**src/rtl/d_mem_pkg.sv**
```systemverilog
// rtl/d_mem_pkg.sv - shared widths, FSM states and buffer depth for the data-memory reader
package d_mem_pkg;

    localparam int DEF_ADDR_W = 8;
    localparam int DEF_DATA_W = 8;

    localparam int FIFO_DEPTH = 2;
    localparam int FIFO_CNT_W = 2;
    localparam logic [FIFO_CNT_W-1:0] FIFO_FULL = 2'd2;

    typedef enum logic [1:0] {
        ST_IDLE  = 2'd0,
        ST_READ  = 2'd1,
        ST_DRAIN = 2'd2,
        ST_DONE  = 2'd3
    } state_t;

endpackage

```
**src/rtl/d_mem_rd_fifo.sv**
```systemverilog
// rtl/d_mem_rd_fifo.sv - 2-entry output buffer carrying {last, data}
module d_mem_rd_fifo
    import d_mem_pkg::*;
#(
    parameter int WIDTH = DEF_DATA_W + 1
) (
    input  logic                  i_clk,
    input  logic                  i_rst_n,
    input  logic                  i_push,
    input  logic [WIDTH-1:0]      i_push_data,
    input  logic                  i_pop,
    output logic [WIDTH-1:0]      o_head,
    output logic [FIFO_CNT_W-1:0] o_count
);

    logic [WIDTH-1:0]      r_mem [0:FIFO_DEPTH-1];
    logic                  r_wr_ptr;
    logic                  r_rd_ptr;
    logic [FIFO_CNT_W-1:0] r_count;

    // When full, push and pop hit the same slot; the head is read before the write lands.
    always_ff @(posedge i_clk or negedge i_rst_n) begin
        if (!i_rst_n) begin
            for (int i = 0; i < FIFO_DEPTH; i++) begin
                r_mem[i] <= '0;
            end
            r_wr_ptr <= 1'b0;
            r_rd_ptr <= 1'b0;
            r_count  <= '0;
        end else begin
            if (i_push) begin
                r_mem[r_wr_ptr] <= i_push_data;
                r_wr_ptr        <= ~r_wr_ptr;
            end
            if (i_pop) begin
                r_rd_ptr <= ~r_rd_ptr;
            end
            case ({i_push, i_pop})
                2'b10:   r_count <= r_count + 1'b1;
                2'b01:   r_count <= r_count - 1'b1;
                default: r_count <= r_count;
            endcase
        end
    end

    assign o_head  = r_mem[r_rd_ptr];
    assign o_count = r_count;

endmodule

```
**src/rtl/d_mem_reader.sv**
```systemverilog
// rtl/d_mem_reader.sv - walks a wrapping address range of the data memory and streams the bytes out
module d_mem_reader
    import d_mem_pkg::*;
#(
    parameter int ADDR_W = DEF_ADDR_W,
    parameter int DATA_W = DEF_DATA_W
) (
    input  logic              i_clk,
    input  logic              i_rst_n,
    input  logic              i_start,
    input  logic [ADDR_W-1:0] i_base,
    input  logic [ADDR_W:0]   i_length,
    output logic [ADDR_W-1:0] o_mem_addr,
    input  logic [DATA_W-1:0] i_mem_data,
    output logic              o_out_valid,
    input  logic              i_out_ready,
    output logic [DATA_W-1:0] o_out_data,
    output logic              o_out_last,
    output logic              o_busy,
    output logic              o_done,
    output logic [15:0]       o_sum
);

    localparam logic [ADDR_W:0] MAX_LEN  = {1'b1, {ADDR_W{1'b0}}};
    localparam logic [ADDR_W:0] ONE_LEFT = {{ADDR_W{1'b0}}, 1'b1};

    state_t              r_state;
    logic [ADDR_W-1:0]   r_mem_addr;
    logic [ADDR_W:0]     r_remaining;
    logic [15:0]         r_sum;
    logic                r_busy;
    logic                r_done;

    logic [FIFO_CNT_W-1:0] w_count;
    logic [DATA_W:0]       w_head;
    logic                  w_valid;
    logic                  w_pop;
    logic                  w_push_ok;
    logic                  w_push;
    logic                  w_push_last;
    logic [ADDR_W:0]       w_len_clamped;

    assign w_valid       = (w_count != '0);
    assign w_pop         = w_valid && i_out_ready;
    assign w_push_ok     = (w_count < FIFO_FULL) || ((w_count == FIFO_FULL) && w_pop);
    assign w_push        = (r_state == ST_READ) && w_push_ok;
    assign w_push_last   = (r_remaining == ONE_LEFT);
    assign w_len_clamped = (i_length > MAX_LEN) ? MAX_LEN : i_length;

    d_mem_rd_fifo #(
        .WIDTH (DATA_W + 1)
    ) u_fifo (
        .i_clk       (i_clk),
        .i_rst_n     (i_rst_n),
        .i_push      (w_push),
        .i_push_data ({w_push_last, i_mem_data}),
        .i_pop       (w_pop),
        .o_head      (w_head),
        .o_count     (w_count)
    );

    always_ff @(posedge i_clk or negedge i_rst_n) begin
        if (!i_rst_n) begin
            r_state     <= ST_IDLE;
            r_mem_addr  <= '0;
            r_remaining <= '0;
            r_sum       <= '0;
            r_busy      <= 1'b0;
            r_done      <= 1'b0;
        end else begin
            r_done <= 1'b0;
            if (w_pop) begin
                r_sum <= r_sum + 16'(w_head[DATA_W-1:0]);
            end
            case (r_state)
                ST_IDLE: begin
                    if (i_start) begin
                        r_mem_addr  <= i_base;
                        r_remaining <= w_len_clamped;
                        r_sum       <= '0;
                        if (w_len_clamped == '0) begin
                            r_state <= ST_DONE;
                            r_done  <= 1'b1;
                        end else begin
                            r_state <= ST_READ;
                            r_busy  <= 1'b1;
                        end
                    end
                end
                ST_READ: begin
                    if (w_push) begin
                        r_mem_addr  <= r_mem_addr + 1'b1;
                        r_remaining <= r_remaining - 1'b1;
                        if (w_push_last) begin
                            r_state <= ST_DRAIN;
                        end
                    end
                end
                ST_DRAIN: begin
                    // Only the final byte carries the last flag, so its pop ends the transfer.
                    if (w_pop && w_head[DATA_W]) begin
                        r_state <= ST_DONE;
                        r_busy  <= 1'b0;
                        r_done  <= 1'b1;
                    end
                end
                ST_DONE: begin
                    r_state <= ST_IDLE;
                end
                default: begin
                    r_state <= ST_IDLE;
                    r_busy  <= 1'b0;
                end
            endcase
        end
    end

    assign o_mem_addr  = r_mem_addr;
    assign o_out_valid = w_valid;
    assign o_out_data  = w_head[DATA_W-1:0];
    assign o_out_last  = w_head[DATA_W];
    assign o_busy      = r_busy;
    assign o_done      = r_done;
    assign o_sum       = r_sum;

endmodule

```
**config.mk**
```make
export PLATFORM = sky130hd
export DESIGN_NAME = d_mem_reader
export DESIGN_NICKNAME = d
export VERILOG_FILES = /design/src/rtl/d_mem_pkg.sv /design/src/rtl/d_mem_rd_fifo.sv /design/src/rtl/d_mem_reader.sv
export SDC_FILE = /design/constraint.sdc
export NUM_CORES = 1
export LEC_CHECK = 0
export BUFFER_PORTS_ARGS = -buffer_cell sky130_fd_sc_hd__clkbuf_2
export CAP_MARGIN = 5
export CORE_MARGIN = 2
export CORE_UTILIZATION = 50
export CTS_CLUSTER_SIZE = 30
export DETAILED_ROUTE_END_ITERATION = 8
export GPL_TIMING_DRIVEN = 0
export PLACE_DENSITY = 0.76
export SYNTH_ARGS = -nofsm -noshare
export SYNTH_HDL_FRONTEND = slang
export SYNTH_SLANG_ARGS = --single-unit
```
**constraint.sdc**
```tcl
create_clock -name i_clk -period 2.5 [get_ports i_clk]
set_input_delay 0 -clock i_clk [delete_from_list [all_inputs] [get_ports i_clk]]
set_output_delay 0 -clock i_clk [all_outputs]
set_load 0.03 [all_outputs]
```
# After elaboration in Yosys (flattened, before gate mapping)
# Index checks and enable logic that the tools add are counted.
[totals]
in_bits = 29
word_cells = 83
register_bits = 59
output_inout_bits = 36
[classes]
bitwise = 4
n_eq_ne = 12
add_sub_neg = 5
n_mux = 31
n_reduce_logical = 15
order_cmp = 5
[op_table]
columns = ["operator", "count"]
rows = [
  ["$mux W9", 7],
  ["$mux W16", 3],
  ["$bwmux W18", 1],
  ["$pmux W9 S2", 1],
  ["$add A16 B8 Y16", 1],
  ["$mux W8", 2],
  ["$pmux W8 S2", 1],
  ["$mux W2", 5],
  ["$demux W9 S1", 1],
  ["$eq A9 B1 Y1 const B", 1],
  ["$gt A9 B9 Y1 const B", 1],
  ["$logic_not A9 Y1", 1],
  ["$sub A9 B1 Y9 const B", 1],
  ["$add A8 B1 Y8 const B", 1],
  ["$eq A2 B2 Y1 const B", 4],
  ["$ne A2 B2 Y1 const B", 4],
  ["$pmux W2 S4", 1],
  ["$reduce_and A4 Y1", 2],
  ["$reduce_bool A2 Y1", 4],
  ["$mux W1", 6],
  ["$logic_and A1 B1 Y1", 5],
  ["$eq A2 B1 Y1 const B", 2],
  ["$ge A2 B2 Y1 const B", 2],
  ["$not A1 Y2", 2],
  ["other kinds (11)", 13],
]

# Depth between registers and ports, before layout
[depth]
depth_word = 8
depth_mapped = 9
depth_no_buf = 8

# Cells and area by module
# Synthesis repeated with hierarchy kept, for this count alone.
[hier_totals]
cells_unflattened = 337
hier_area_um2 = 3343.2
[modules_own_cells]
columns = ["module", "seq_area_each_um2", "cells_per_inst", "area_per_inst_um2", "instances"]
rows = [
  ["d_mem_reader", 925.9, 277, 2402.3, 1],
  ["d_mem_rd_fifo", 550.5, 60, 940.9, 1],
]

# Least setup slack after synthesis
# OpenSTA, ideal clock, no wires.
[synth_timing]
kind = "reg-to-reg"
start = "register u_fifo.r_rd_ptr"
end = "register r_sum[10], in the netlist o_sum[10]"
path_stages_with_launch = 10
path_buffers = 1
required_ns = 2.421
slack_ns = -0.064
t_arrival_ns = 2.485
setup_time_ns = 0.079
period_less_slack_ns = 2.564
path_cell_list = "dfrtp_1 -> buf_2 -> mux2_2 -> ha_1 -> fa_1 -> a21oi_1 -> o21ai_0 -> and3_1 -> o21ai_0 -> mux2i_1"
[synth_via]
elab_chain_len = 8
[synth_rtl]
columns = ["item", "line", "rtl"]
rows = [
  ["start, declared", "d_mem_rd_fifo.sv:18", "logic r_rd_ptr;"],
  ["start signal, assigned", "d_mem_rd_fifo.sv:36", "r_rd_ptr <= ~r_rd_ptr;"],
  ["$not A1 Y2 (implied by the code) (*)", "d_mem_rd_fifo.sv:46", "assign o_head = r_mem[r_rd_ptr];"],
  ["$mux W9 (implied by the code) (*) (3 in a row)", "d_mem_rd_fifo.sv:46", ""],
  ["via o_out_data[0]", "d_mem_reader.sv:17", "output logic [DATA_W-1:0] o_out_data,"],
  ["$add A16 B8 Y16 (*)", "d_mem_reader.sv:73", "r_sum <= r_sum + 16'(w_head[DATA_W-1:0]);"],
  ["$mux W16 (*)", "d_mem_reader.sv:72", "if (w_pop) begin"],
  ["$mux W16", "d_mem_reader.sv:77", "if (i_start) begin"],
  ["$mux W16 (*)", "d_mem_reader.sv:75", "case (r_state)"],
  ["end signal, assigned", "d_mem_reader.sv:73", ""],
  ["end, declared", "d_mem_reader.sv:30", "logic [15:0] r_sum;"],
]
# Mark *: on every way through the listed nets, which the timed path passes. The rest lies on a longest branch. The select of a mux whose other input is x is not followed.
# A chain may end at the register's enable or synchronous reset.

# Worst setup path in the final report
[layout_timing]
start = "register u_fifo.r_rd_ptr"
end = "register r_sum[11], in the netlist o_sum[11]"
[layout_via]
elab_chain_len = 8
[layout_rtl]
columns = ["item", "line"]
rows = [
  ["$not A1 Y2 (implied by the code) (*)", "d_mem_rd_fifo.sv:46"],
  ["$mux W9 (implied by the code) (*) (3 in a row)", "d_mem_rd_fifo.sv:46"],
  ["$add A16 B8 Y16 (*)", "d_mem_reader.sv:73"],
  ["$mux W16 (*)", "d_mem_reader.sv:72"],
  ["$mux W16", "d_mem_reader.sv:77"],
  ["$mux W16 (*)", "d_mem_reader.sv:75"],
]
# Mark *: on every way between the ends. The rest lies on a longest branch, timed or not. The select of a mux whose other input is x is not followed.

==> impl_metrics.tcl <==
set metrics [dict create \
    outcome "finished, final reports clean" \
    holdPathStages 3 \
    relSlewSlack 0.456 \
    clockBufferDepth 2 \
    cpPeakStageDelay_ns 0.44 \
    path_class "reg -> reg" \
    clk_latency_ns 0.33 \
    synth_seq_cells 59 \
    syn_to_final_growth_pct 25.3 \
    htreeDepth 3 \
    layout_common_cells "clkbuf_2 (63), dfrtp_1 (59), nand2_1 (41)" \
    drt-total-wl_um 7900 \
    worstPathMaxFanout 10 \
    cts_tree "yes" \
    layout.nets 490 \
    die_area_um2 7510 \
    die_h_um 86.7 \
    grt_util_all_layers 0.218 \
    diodes 0 \
    hold_path_end "r_remaining[8]" \
    holdCritPathClass "in -> reg" \
    p_per_area_nw_per_um2 1460 \
    wl_per_cell_um 15.0 \
    p_clk_frac 0.129 \
    drc_errors 0 \
    cts_buffers 9 \
    tightest_slew_ns 0.816 \
    cts_sinks 59 \
    layout-drive-gt1-share 0.283 \
    regToRegStartpoint "u_fifo.r_rd_ptr" \
    r2r-end "o_sum[11]" \
    clk_pin_slew_ns 0.06 \
    antenna_found_initial 0 \
    core_um2 6720 \
    grt_max_degree 60 \
    finalPower_w 0.00624 \
    slew_violations 0 \
    synth_area_um2 3420 \
    max_freq_ghz 0.414 \
    critPathBufInv 1 \
    grt_pass1_wl_um 13000 \
    cp_top_family "compound AO/OA/AOI/OAI gates" \
    hold_viol 0 \
    r2r_cells 8 \
    io_pins 65 \
    crit_cells 8 \
    dp_hpwl_um 5500 \
    cp.required_ns 2.74 \
    ys_warn_count 0 \
    finalSetupViolations 0 \
    dieWidth_um 86.7 \
    path_cells "buf_6 > mux2_2 > ha_1 > a21o_1 > and4_4 > o2111ai_4 > a2111o_1 > o21ai_1" \
    start_util 0.509 \
    final_common_cell "clkbuf_2" \
    switching_share 0.473 \
    final_cells 528 \
    grt_pass1_vias 2853 \
    slowest_stage "a2111o_1" \
    ant_nets 0 \
    gp_congestion 0.793 \
    fin_hold_ws_ns 0.0403 \
    comb_power_share 0.594 \
    period_needed_ns 2.41 \
    cp-end-kind "register" \
    r2r_setup_slack_ns 0.09 \
    sequentialPowerShare 0.277 \
    initialDrtViolationCount 130 \
    cts_root_buf "clkbuf_8" \
    intPower_w 0.00329 \
    synth.avg_cell_area_um2 9.85 \
    numPortBuffers 64 \
    cp.arrival_ns 2.66 \
    maxCapViolCount 0 \
    p_sw_w 0.00295 \
    rows 30 \
    synth-edff-count 0 \
    ys_types 61 \
    post-route-util 0.638 \
    vdd_ir_drop_max_mv 0.661 \
    grt-ovfl-total 0 \
    min_period_over_period 0.965 \
    ys.flop_type "dfrtp_1" \
    drt_first_pass_iters 4 \
    ys_seq_area_frac 0.432 \
    start_kind "register" \
    vias 2999 \
    numPlacedInstances 491 \
    leakagePower_nw 1.97 \
    via_per_inst 5.68 \
    synthesis.nets 393 \
    syn_inst 347 \
    hold_start "i_length[8]" \
    synthArstFlopShare 1.00 \
    finalClockSkew_ns 0.00647 \
]
-- power by group through the flow --
stage | clock [W] | combinational, W | sequential [W]
after floorplan | 0 | 0.00251 | 0.00192
after global placement | 0 | 0.00348 | 0.00171
after detailed placement | 0 | 0.00357 | 0.00173
after CTS | 0.000825 | 0.00364 | 0.00172
after global routing | 0.000864 | 0.00408 | 0.00179
final | 0.000807 | 0.00371 | 0.00173
-- Yosys cell counts (2+ instances only) --
| master | instances | area share |
|---|---|---|
| inv_1 | 10 | 0.011 |
| xor2_1 | 3 | 0.0077 |
| buf_2 | 4 | 0.0059 |
| o211ai_1 | 3 | 0.0066 |
| a31oi_1 | 2 | 0.0037 |
| a21o_1 | 2 | 0.0044 |
| mux2_2 | 24 | 0.079 |
| nor4_1 | 3 | 0.0055 |
| ha_1 | 16 | 0.059 |
| clkbuf_1 | 6 | 0.0066 |
| nand2_1 | 41 | 0.045 |
| nor2_1 | 17 | 0.019 |
| a211oi_1 | 2 | 0.0044 |
| dfrtp_1 | 59 | 0.43 |
| o21ai_1 | 3 | 0.0044 |
| a32oi_1 | 2 | 0.0051 |
| nor2b_1 | 3 | 0.0055 |
| nor3_1 | 4 | 0.0059 |
| nand3_1 | 14 | 0.020 |
| nand4_1 | 2 | 0.0037 |
| a221o_1 | 2 | 0.0059 |
| mux2i_1 | 9 | 0.026 |
| and4_1 | 2 | 0.0051 |
| and3_1 | 10 | 0.018 |
| o31a_1 | 2 | 0.0051 |
| nor3b_1 | 3 | 0.0066 |
| a21oi_1 | 25 | 0.037 |
| o21ai_0 | 24 | 0.035 |
| or3_1 | 4 | 0.0073 |
| nand2b_1 | 5 | 0.0092 |
| a2111o_1 | 2 | 0.0066 |
| o22ai_1 | 6 | 0.011 |
| xnor2_1 | 5 | 0.013 |
-- layout make-up --
cell class	instances	area, µm²
timing repair buffer	86	543
clock inverter	3	40.0
tap	80	100
multi-input combinational	266	1890
fill	556	2430
buffer	11	52.6
inverter	11	42.5
sequential	59	1480
clock buffer	12	135
-- how the worst max path moves through the flow --
stage                          from  slack (ns)        end
floorplan           u_fifo.r_rd_ptr        0.01  o_sum[10]
global placement    u_fifo.r_rd_ptr       -0.21  o_sum[10]
detailed placement  u_fifo.r_rd_ptr       -0.24  o_sum[10]
CTS                 u_fifo.r_rd_ptr       -0.02  o_sum[10]
global route        u_fifo.r_rd_ptr      -0.005  o_sum[10]
finish              u_fifo.r_rd_ptr        0.09  o_sum[11]
-- state kept, by name, indices dropped and copies added (netlist names) --
register / cells
u_fifo.o_count: 2
u_fifo.r_mem: 18
r_state: 2
o_sum: 16
r_remaining: 9
o_mem_addr: 8
u_fifo.r_wr_ptr: 1
u_fifo.r_rd_ptr: 1
o_done: 1
o_busy: 1
-- per-stage QoR --
step                area [µm²]  TNS (ns)  setup slack (ns)
detailed placement        3840    -0.731            -0.240
finish                    4280         0            0.0863
global route              4280  -0.00874          -0.00542
floorplan                 3420         0            0.0136
CTS                       4250   -0.0220           -0.0220
global placement          3840    -0.458            -0.210
-- timing repair --
action                                 CTS  global route
endpoints found under the hold margin   88             0
hold buffers                            22             0
pin swaps                                0             1
buffers inserted                         0             0
gates resized for setup                  6            11
cloned                                   0             0
setup endpoints to repair                8             6
-- worst min-delay path: cells and delay by family --
kind / cells / cell delay (ns)
AO/OA/AOI/OAI: 2 / 0.18
buffers and inverters: 1 / 0.14
-- routing by layer --
metal / GRT usage / share of wire / vias up
met1: 0.274 / 0.44 / 1446
met3: 0.0314 / 0.034 / 7
met2: 0.380 / 0.52 / 77
met5: 0 / 0 / -
li1: - / - / 1469
met4: 0.0838 / 0.0062 / 0
-- cells by family after synthesis --
logic type                 Yosys count  share of synthesized area
AOI/OAI and AO/OA                   88                      0.168
xor gates and xnor gates             8                     0.0205
adders and majority gates           17                     0.0644
buffers and inverters               22                     0.0260
DFF                                 59                      0.432
muxes                               33                      0.105
and+or+nand+nor                    120                      0.183
Note: power is estimated with default switching activity, not from simulation.
